### src/rtl/rcv_arb_pkg.sv
// ---------------------------------------------------------------------------
// rcv_arb_pkg
//   Shared definitions for the receiver-bank arbiter slice.
//   - state_t  : arbiter FSM states (IDLE, ACK, SEND)
//   - ch_width : channel tag width for a given channel count (min 1 bit)
// ---------------------------------------------------------------------------
package rcv_arb_pkg;

    typedef enum logic [1:0] {
        IDLE = 2'd0,
        ACK  = 2'd1,
        SEND = 2'd2
    } state_t;

    function automatic int ch_width(input int n);
        return (n > 1) ? $clog2(n) : 1;
    endfunction

endpackage

### src/rtl/rcv_arbiter_if.sv
// ---------------------------------------------------------------------------
// rcv_arbiter_if
//   Bundles the receiver-bank side and the byte-stream side of rcv_arbiter.
//   Receiver side : ch_en, data_ready, rx_data, overrun_error, framing_error
//                   (in to arbiter), data_read (out of arbiter)
//   Stream side   : out_valid/out_data/out_ch/out_ovr/out_frm (out),
//                   out_ready (in)
//   Status        : clr_status (in), err_status (out)
//   master : arbiter view; slave : environment view (receivers + consumer).
// ---------------------------------------------------------------------------
interface rcv_arbiter_if #(
    parameter  int NUM_CH = 4,
    localparam int CH_W   = rcv_arb_pkg::ch_width(NUM_CH)
);
    logic [NUM_CH-1:0]   ch_en;
    logic [NUM_CH-1:0]   data_ready;
    logic [NUM_CH*8-1:0] rx_data;
    logic [NUM_CH-1:0]   overrun_error;
    logic [NUM_CH-1:0]   framing_error;
    logic [NUM_CH-1:0]   data_read;
    logic                out_valid;
    logic                out_ready;
    logic [7:0]          out_data;
    logic [CH_W-1:0]     out_ch;
    logic                out_ovr;
    logic                out_frm;
    logic                clr_status;
    logic [NUM_CH-1:0]   err_status;

    modport master (
        input  ch_en, data_ready, rx_data, overrun_error, framing_error,
               out_ready, clr_status,
        output data_read, out_valid, out_data, out_ch, out_ovr, out_frm,
               err_status
    );

    modport slave (
        output ch_en, data_ready, rx_data, overrun_error, framing_error,
               out_ready, clr_status,
        input  data_read, out_valid, out_data, out_ch, out_ovr, out_frm,
               err_status
    );
endinterface

### src/rtl/rcv_arbiter_rr_pick.sv
// ---------------------------------------------------------------------------
// rr_pick
//   Combinational round-robin selector. Searches i_req starting one above
//   i_last_grant, wrapping at NUM_CH, and returns the first requester.
//   i_req        : per-channel request vector
//   i_last_grant : channel granted most recently
//   o_grant      : selected channel (0 when no request)
//   o_any_req    : at least one request present
// ---------------------------------------------------------------------------
module rr_pick import rcv_arb_pkg::*; #(
    parameter  int NUM_CH = 4,
    localparam int CH_W   = ch_width(NUM_CH)
) (
    input  logic [NUM_CH-1:0] i_req,
    input  logic [CH_W-1:0]   i_last_grant,
    output logic [CH_W-1:0]   o_grant,
    output logic              o_any_req
);

    always_comb begin
        o_grant   = '0;
        o_any_req = 1'b0;
        for (int unsigned k = 1; k <= NUM_CH; k++) begin
            int unsigned w_idx;
            w_idx = (32'(i_last_grant) + k) % NUM_CH;
            if (!o_any_req && i_req[w_idx]) begin
                o_grant   = CH_W'(w_idx);
                o_any_req = 1'b1;
            end
        end
    end

endmodule

### src/rtl/rcv_arbiter.sv
// ---------------------------------------------------------------------------
// rcv_arbiter
//   Round-robin service controller draining NUM_CH UART receivers into one
//   valid/ready byte stream tagged with the source channel.
//   clk   : system clock, rising edge
//   n_rst : asynchronous active-low reset
//   bus   : rcv_arbiter_if.master (receiver bank, output stream, status)
//   Flow per byte: IDLE captures the granted channel's byte and flags,
//   ACK pulses data_read for that channel, SEND holds out_valid until
//   out_ready. Sticky err_status records channels that delivered a byte
//   with overrun or framing error; clr_status clears it (a same-edge set
//   takes priority).
// ---------------------------------------------------------------------------
module rcv_arbiter import rcv_arb_pkg::*; #(
    parameter int NUM_CH = 4
) (
    input  logic          clk,
    input  logic          n_rst,
    rcv_arbiter_if.master bus
);

    localparam int CH_W = ch_width(NUM_CH);

    state_t            r_state;
    logic [CH_W-1:0]   r_last_grant;
    logic [NUM_CH-1:0] r_data_read;
    logic              r_out_valid;
    logic [7:0]        r_out_data;
    logic [CH_W-1:0]   r_out_ch;
    logic              r_out_ovr;
    logic              r_out_frm;
    logic [NUM_CH-1:0] r_err_status;

    logic [NUM_CH-1:0] w_req;
    logic [CH_W-1:0]   w_grant;
    logic              w_any_req;
    logic [NUM_CH-1:0] w_grant_oh;
    logic [7:0]        w_sel_data;
    logic              w_sel_ovr;
    logic              w_sel_frm;
    logic [NUM_CH-1:0] w_err_set;

    assign w_req = bus.data_ready & bus.ch_en;

    rr_pick #(.NUM_CH(NUM_CH)) u_rr_pick (
        .i_req        (w_req),
        .i_last_grant (r_last_grant),
        .o_grant      (w_grant),
        .o_any_req    (w_any_req)
    );

    always_comb begin
        w_grant_oh          = '0;
        w_grant_oh[w_grant] = 1'b1;
        w_sel_data          = bus.rx_data[32'(w_grant)*8 +: 8];
        w_sel_ovr           = bus.overrun_error[w_grant];
        w_sel_frm           = bus.framing_error[w_grant];
        // Error flags are latched only on the capture edge of a granted byte.
        w_err_set           = '0;
        if (r_state == IDLE && w_any_req && (w_sel_ovr || w_sel_frm)) begin
            w_err_set = w_grant_oh;
        end
    end

    always_ff @(posedge clk or negedge n_rst) begin
        if (!n_rst) begin
            r_state      <= IDLE;
            r_last_grant <= CH_W'(NUM_CH - 1);
            r_data_read  <= '0;
            r_out_valid  <= 1'b0;
            r_out_data   <= '0;
            r_out_ch     <= '0;
            r_out_ovr    <= 1'b0;
            r_out_frm    <= 1'b0;
            r_err_status <= '0;
        end else begin
            case (r_state)
                IDLE: begin
                    if (w_any_req) begin
                        r_out_data   <= w_sel_data;
                        r_out_ovr    <= w_sel_ovr;
                        r_out_frm    <= w_sel_frm;
                        r_out_ch     <= w_grant;
                        r_last_grant <= w_grant;
                        r_data_read  <= w_grant_oh;
                        r_state      <= ACK;
                    end
                end
                ACK: begin
                    r_data_read <= '0;
                    r_out_valid <= 1'b1;
                    r_state     <= SEND;
                end
                SEND: begin
                    if (bus.out_ready) begin
                        r_out_valid <= 1'b0;
                        r_state     <= IDLE;
                    end
                end
                default: begin
                    r_data_read <= '0;
                    r_out_valid <= 1'b0;
                    r_state     <= IDLE;
                end
            endcase
            r_err_status <= (bus.clr_status ? '0 : r_err_status) | w_err_set;
        end
    end

    assign bus.data_read  = r_data_read;
    assign bus.out_valid  = r_out_valid;
    assign bus.out_data   = r_out_data;
    assign bus.out_ch     = r_out_ch;
    assign bus.out_ovr    = r_out_ovr;
    assign bus.out_frm    = r_out_frm;
    assign bus.err_status = r_err_status;

endmodule

### src/flat_wrapper.sv
// flat-port wrapper written by rule: the top's interface ports become plain ports
module rcv_arbiter_flat import rcv_arb_pkg::*;
#(
    parameter int NUM_CH = 4
)
  (clk, n_rst, bus_ch_en, bus_data_ready, bus_rx_data, bus_overrun_error, bus_framing_error, bus_out_ready, bus_clr_status, bus_data_read, bus_out_valid, bus_out_data, bus_out_ch, bus_out_ovr, bus_out_frm, bus_err_status);
  rcv_arbiter_if #(.NUM_CH(NUM_CH)) bus_i ();
  input  logic clk;
  input  logic n_rst;
  input wire logic [$bits(bus_i.ch_en)-1:0] bus_ch_en;
  input wire logic [$bits(bus_i.data_ready)-1:0] bus_data_ready;
  input wire logic [$bits(bus_i.rx_data)-1:0] bus_rx_data;
  input wire logic [$bits(bus_i.overrun_error)-1:0] bus_overrun_error;
  input wire logic [$bits(bus_i.framing_error)-1:0] bus_framing_error;
  input wire logic [$bits(bus_i.out_ready)-1:0] bus_out_ready;
  input wire logic [$bits(bus_i.clr_status)-1:0] bus_clr_status;
  output wire logic [$bits(bus_i.data_read)-1:0] bus_data_read;
  output wire logic [$bits(bus_i.out_valid)-1:0] bus_out_valid;
  output wire logic [$bits(bus_i.out_data)-1:0] bus_out_data;
  output wire logic [$bits(bus_i.out_ch)-1:0] bus_out_ch;
  output wire logic [$bits(bus_i.out_ovr)-1:0] bus_out_ovr;
  output wire logic [$bits(bus_i.out_frm)-1:0] bus_out_frm;
  output wire logic [$bits(bus_i.err_status)-1:0] bus_err_status;
  assign bus_i.ch_en = bus_ch_en;
  assign bus_i.data_ready = bus_data_ready;
  assign bus_i.rx_data = bus_rx_data;
  assign bus_i.overrun_error = bus_overrun_error;
  assign bus_i.framing_error = bus_framing_error;
  assign bus_i.out_ready = bus_out_ready;
  assign bus_i.clr_status = bus_clr_status;
  assign bus_data_read = bus_i.data_read;
  assign bus_out_valid = bus_i.out_valid;
  assign bus_out_data = bus_i.out_data;
  assign bus_out_ch = bus_i.out_ch;
  assign bus_out_ovr = bus_i.out_ovr;
  assign bus_out_frm = bus_i.out_frm;
  assign bus_err_status = bus_i.err_status;
  rcv_arbiter #(.NUM_CH(NUM_CH)) u_core (.clk(clk), .n_rst(n_rst), .bus(bus_i));
endmodule
### config.mk
export PLATFORM = sky130hd
export DESIGN_NAME = rcv_arbiter_flat
export DESIGN_NICKNAME = d
export VERILOG_FILES = /design/src/rtl/rcv_arb_pkg.sv /design/src/rtl/rcv_arbiter_if.sv /design/src/rtl/rcv_arbiter_rr_pick.sv /design/src/rtl/rcv_arbiter.sv /design/src/flat_wrapper.sv
export SDC_FILE = /design/constraint.sdc
export NUM_CORES = 1
export LEC_CHECK = 0
export ABC_AREA = 1
export CAP_MARGIN = 20
export CORE_ASPECT_RATIO = 0.6
export CORE_MARGIN = 2
export CORE_UTILIZATION = 43
export CTS_CLUSTER_SIZE = 40
export DETAILED_ROUTE_END_ITERATION = 10
export GPL_ROUTABILITY_DRIVEN = 0
export GPL_TIMING_DRIVEN = 0
export PLACE_DENSITY = 0.91
export SETUP_SLACK_MARGIN = 0.4
export SLEW_MARGIN = 20
export SYNTH_ARGS = -nofsm -noshare
export SYNTH_HDL_FRONTEND = slang
export SYNTH_SLANG_ARGS = --single-unit
### constraint.sdc
create_clock -name clk -period 6 [get_ports clk]
set_input_delay 0.6 -clock clk [delete_from_list [all_inputs] [get_ports clk]]
set_output_delay 0.6 -clock clk [all_outputs]
set_load 0.02 [all_outputs]
==> flow_summary_export.csv <==
group,metric,value,unit
sta,setup_viol,0,
placed_design,port_buffers,72,
global_route,overflow,0,
routing,via_per_inst,4.994,
synth,seq_area_frac_synth,39.87,%
global_route,grtUsageTotal,22.32,%
synth,yosys.area.top_type,"dfrtp_1",
floorplan,die_x,82.14,µm
global_route,antenna_found_initial,0,
floorplan,core_area,3383,µm²
clock_network,cts_setup_buffers,0,
pwr,p_leak,1.143,nW
worst_hold_path,hold_class,"primary input to async pin",
synth,syn_nets,275,
clock_network,tritoncts,"yes",
clock_network,clkLatencyLatePin,0.27,ns
routing,drt_iter0_markers,126,
final_layout,drive_above_1_share,12.71,%
routing,route.detailed.drc,0,
clock_network,clkTransAtPathRegs,0.09,ns
global_route,grt_max_degree,26,
floorplan,start_util,46.56,%
floorplan,rows,16,
routing,drt_wl_total,4448,µm
clock_network,hold_buffers,0,
synth,synth_cell_types,23,
routing,ant_nets,0,
global_route,first_global_vias,1562,
run,drv_cap,0,
critical_path,start_kind,"primary input",
synth,synth_cells,223,
sta,slew_headroom,63.37,%
clock_network,cts_buffers,3,
clock_network,post_cts_resized,0,
pwr,peakVddDrop,0.0003931,V
synth,synth-warning-count,0,
final_layout,antenna_cells,0,
synth,syn_avg_cell_area,7.064,µm²
final_layout,layout_commonest_cell,"nand2_1",
floorplan,chipHeight,50.89,µm
critical_path,crit_arrival,2.54,ns
clock_network,cts_buffer_depth,2,
critical_path,cp.required,6.22,ns
placed_design,dp_hpwl,3531,µm
sta,worst_slew_pin_slew,0.5495,ns
floorplan,io_pins,73,
clock_network,cts_root_buf,"clkbuf_8",
sta,post-route-period-util,38.76,%
pwr,powerDensity,617.9,nW/µm²
floorplan,dieArea,4180,µm²
final_layout,final_cell_mix,"nand2_1, clkdlybuf4s50_1, dfrtp_1",
final_layout,areaGrowthSynthToFinish,52.10,%
critical_path,critPathMaxFanout,10,
clock_network,clock-sinks,25,
routing,wl_per_cell,12.93,µm
sta,finalHoldViolCount,0,
final_layout,nFillCells,260,
sta,max_freq,430.0,MHz
synth,synth_area_leaders,"dfrtp_1, nand2_1, nand3_1",
pwr,p_total,0.001481,W
sta,final.min_clock_period,2.326,ns
routing,vias,1718,
sta,finClkSkew,0.003301,ns
sta,rsz0062_at_grt,"no",
synth,synth-seq-cells,25,
synth,synth_top_area_share,36.54,%
routing,drt_pre_antenna_iters,4,
global_route,grt_pass1_wl,7231,µm
critical_path,crit_path_end_kind,"flip-flop",
sta,finalSetupTns,0,ns
critical_path,crit_type,"primary input to flip-flop",
sta,drv_slew,0,
synth,syn_area,1575,µm²
final_layout,fin_nets,352,
clock_network,htreeDepth,1,
run_status,status,"completed",
routing by layer:
| metal | vias up | wire (µm) | global-route usage [%] |
|---|---|---|---|
| li1 | 873 | - | - |
| met1 | 771 | 2161 | 33.33 |
| met2 | 67 | 1938 | 33.20 |
| met3 | 7 | 312 | 4.947 |
| met4 | 0 | 35 | 4.444 |
| met5 | - | 0 | 0 |
worst max-delay path, stage by stage:
cell             delay (ns)
clkdlybuf4s50_1        0.42
nand2_1                0.10
nand2_1                0.08
nand2_2                0.09
nand2_1                0.07
nand2_2                0.09
nand4_1                0.17
nand2_2                0.22
nand2_8                0.11
nor2_4                 0.25
nand2_1                0.09
nand4_1                0.11
nand2_1                0.07
nand2_1                0.07
flip-flops by register name (all words and copies together), names as in the netlist, 2 cells and up:
| register | count |
|---|---|
| u_core.r_last_grant | 2 |
| u_core.bus.data_read | 4 |
| u_core.bus.out_data | 8 |
| u_core.bus.out_ch | 2 |
| u_core.r_state | 2 |
| u_core.bus.err_status | 4 |
worst paths after layout:
kind	startpoint	to	slack [ns]	cells past startpoint
min in group clk	u_core.bus.out_data[0]	u_core.bus.out_data[0]	0.48	2
max in group asynchronous	n_rst	u_core.r_last_grant[0]	5.32	1
hold reg to reg	u_core.bus.out_data[0]	u_core.bus.out_data[0]	0.48	2
hold / removal	n_rst	u_core.bus.data_read[2]	0.30	1
setup reg to reg	u_core.r_last_grant[0]	u_core.bus.out_data[7]	3.74	14
setup / recovery	bus_data_ready[2]	u_core.bus.out_data[7]	3.67	14
power breakdown:
group	leakage, nW	internal, W	switching (W)
Combinational	0.807	0.000386	0.000702
Clock	0.0217	0.0000472	0.0000563
Sequential	0.314	0.000249	0.0000395
Total	1.14	0.000682	0.000798
stage by stage:
stage                     setup WS, ns  util, %  std cells  area (µm²)  hold slack [ns]
after global routing             3.432    70.82        344        2396           0.3387
after CTS                        3.692    70.97        344        2401           0.4879
final                            3.674    70.82        344        2396           0.2997
after global placement           3.482    69.53        340        2352           0.4625
after floorplan                  4.055        -        223        1575           0.3044
after detailed placement         3.417    69.53        340        2352           0.4664
cells by family after synthesis:
kind of cell / synth area share [%]
simple gates: 50.91
flops: 39.87
buf+inv: 5.957
compound gates: 3.257
synth_stat cells, drive strengths merged:
library cell,count
a21oi,2
a31oi,1
buf,5
dfrtp,23
dfstp,2
inv,13
nand2,122
nand3,24
nand4,13
nor2,10
nor3,1
o21ai,7
area by class of cell:
type,instances,area (µm²),area share (%)
well taps,45,56.30,2.350
multi-input cells,180,853.3,35.61
clock inverters,1,7.507,0.3133
inverters,13,56.30,2.350
plain buffers,5,37.54,1.567
repair buffers,72,715.7,29.87
clock buffers,3,41.29,1.723
flip-flops and latches,25,628.1,26.21
Power figures use the tool's default switching activity.
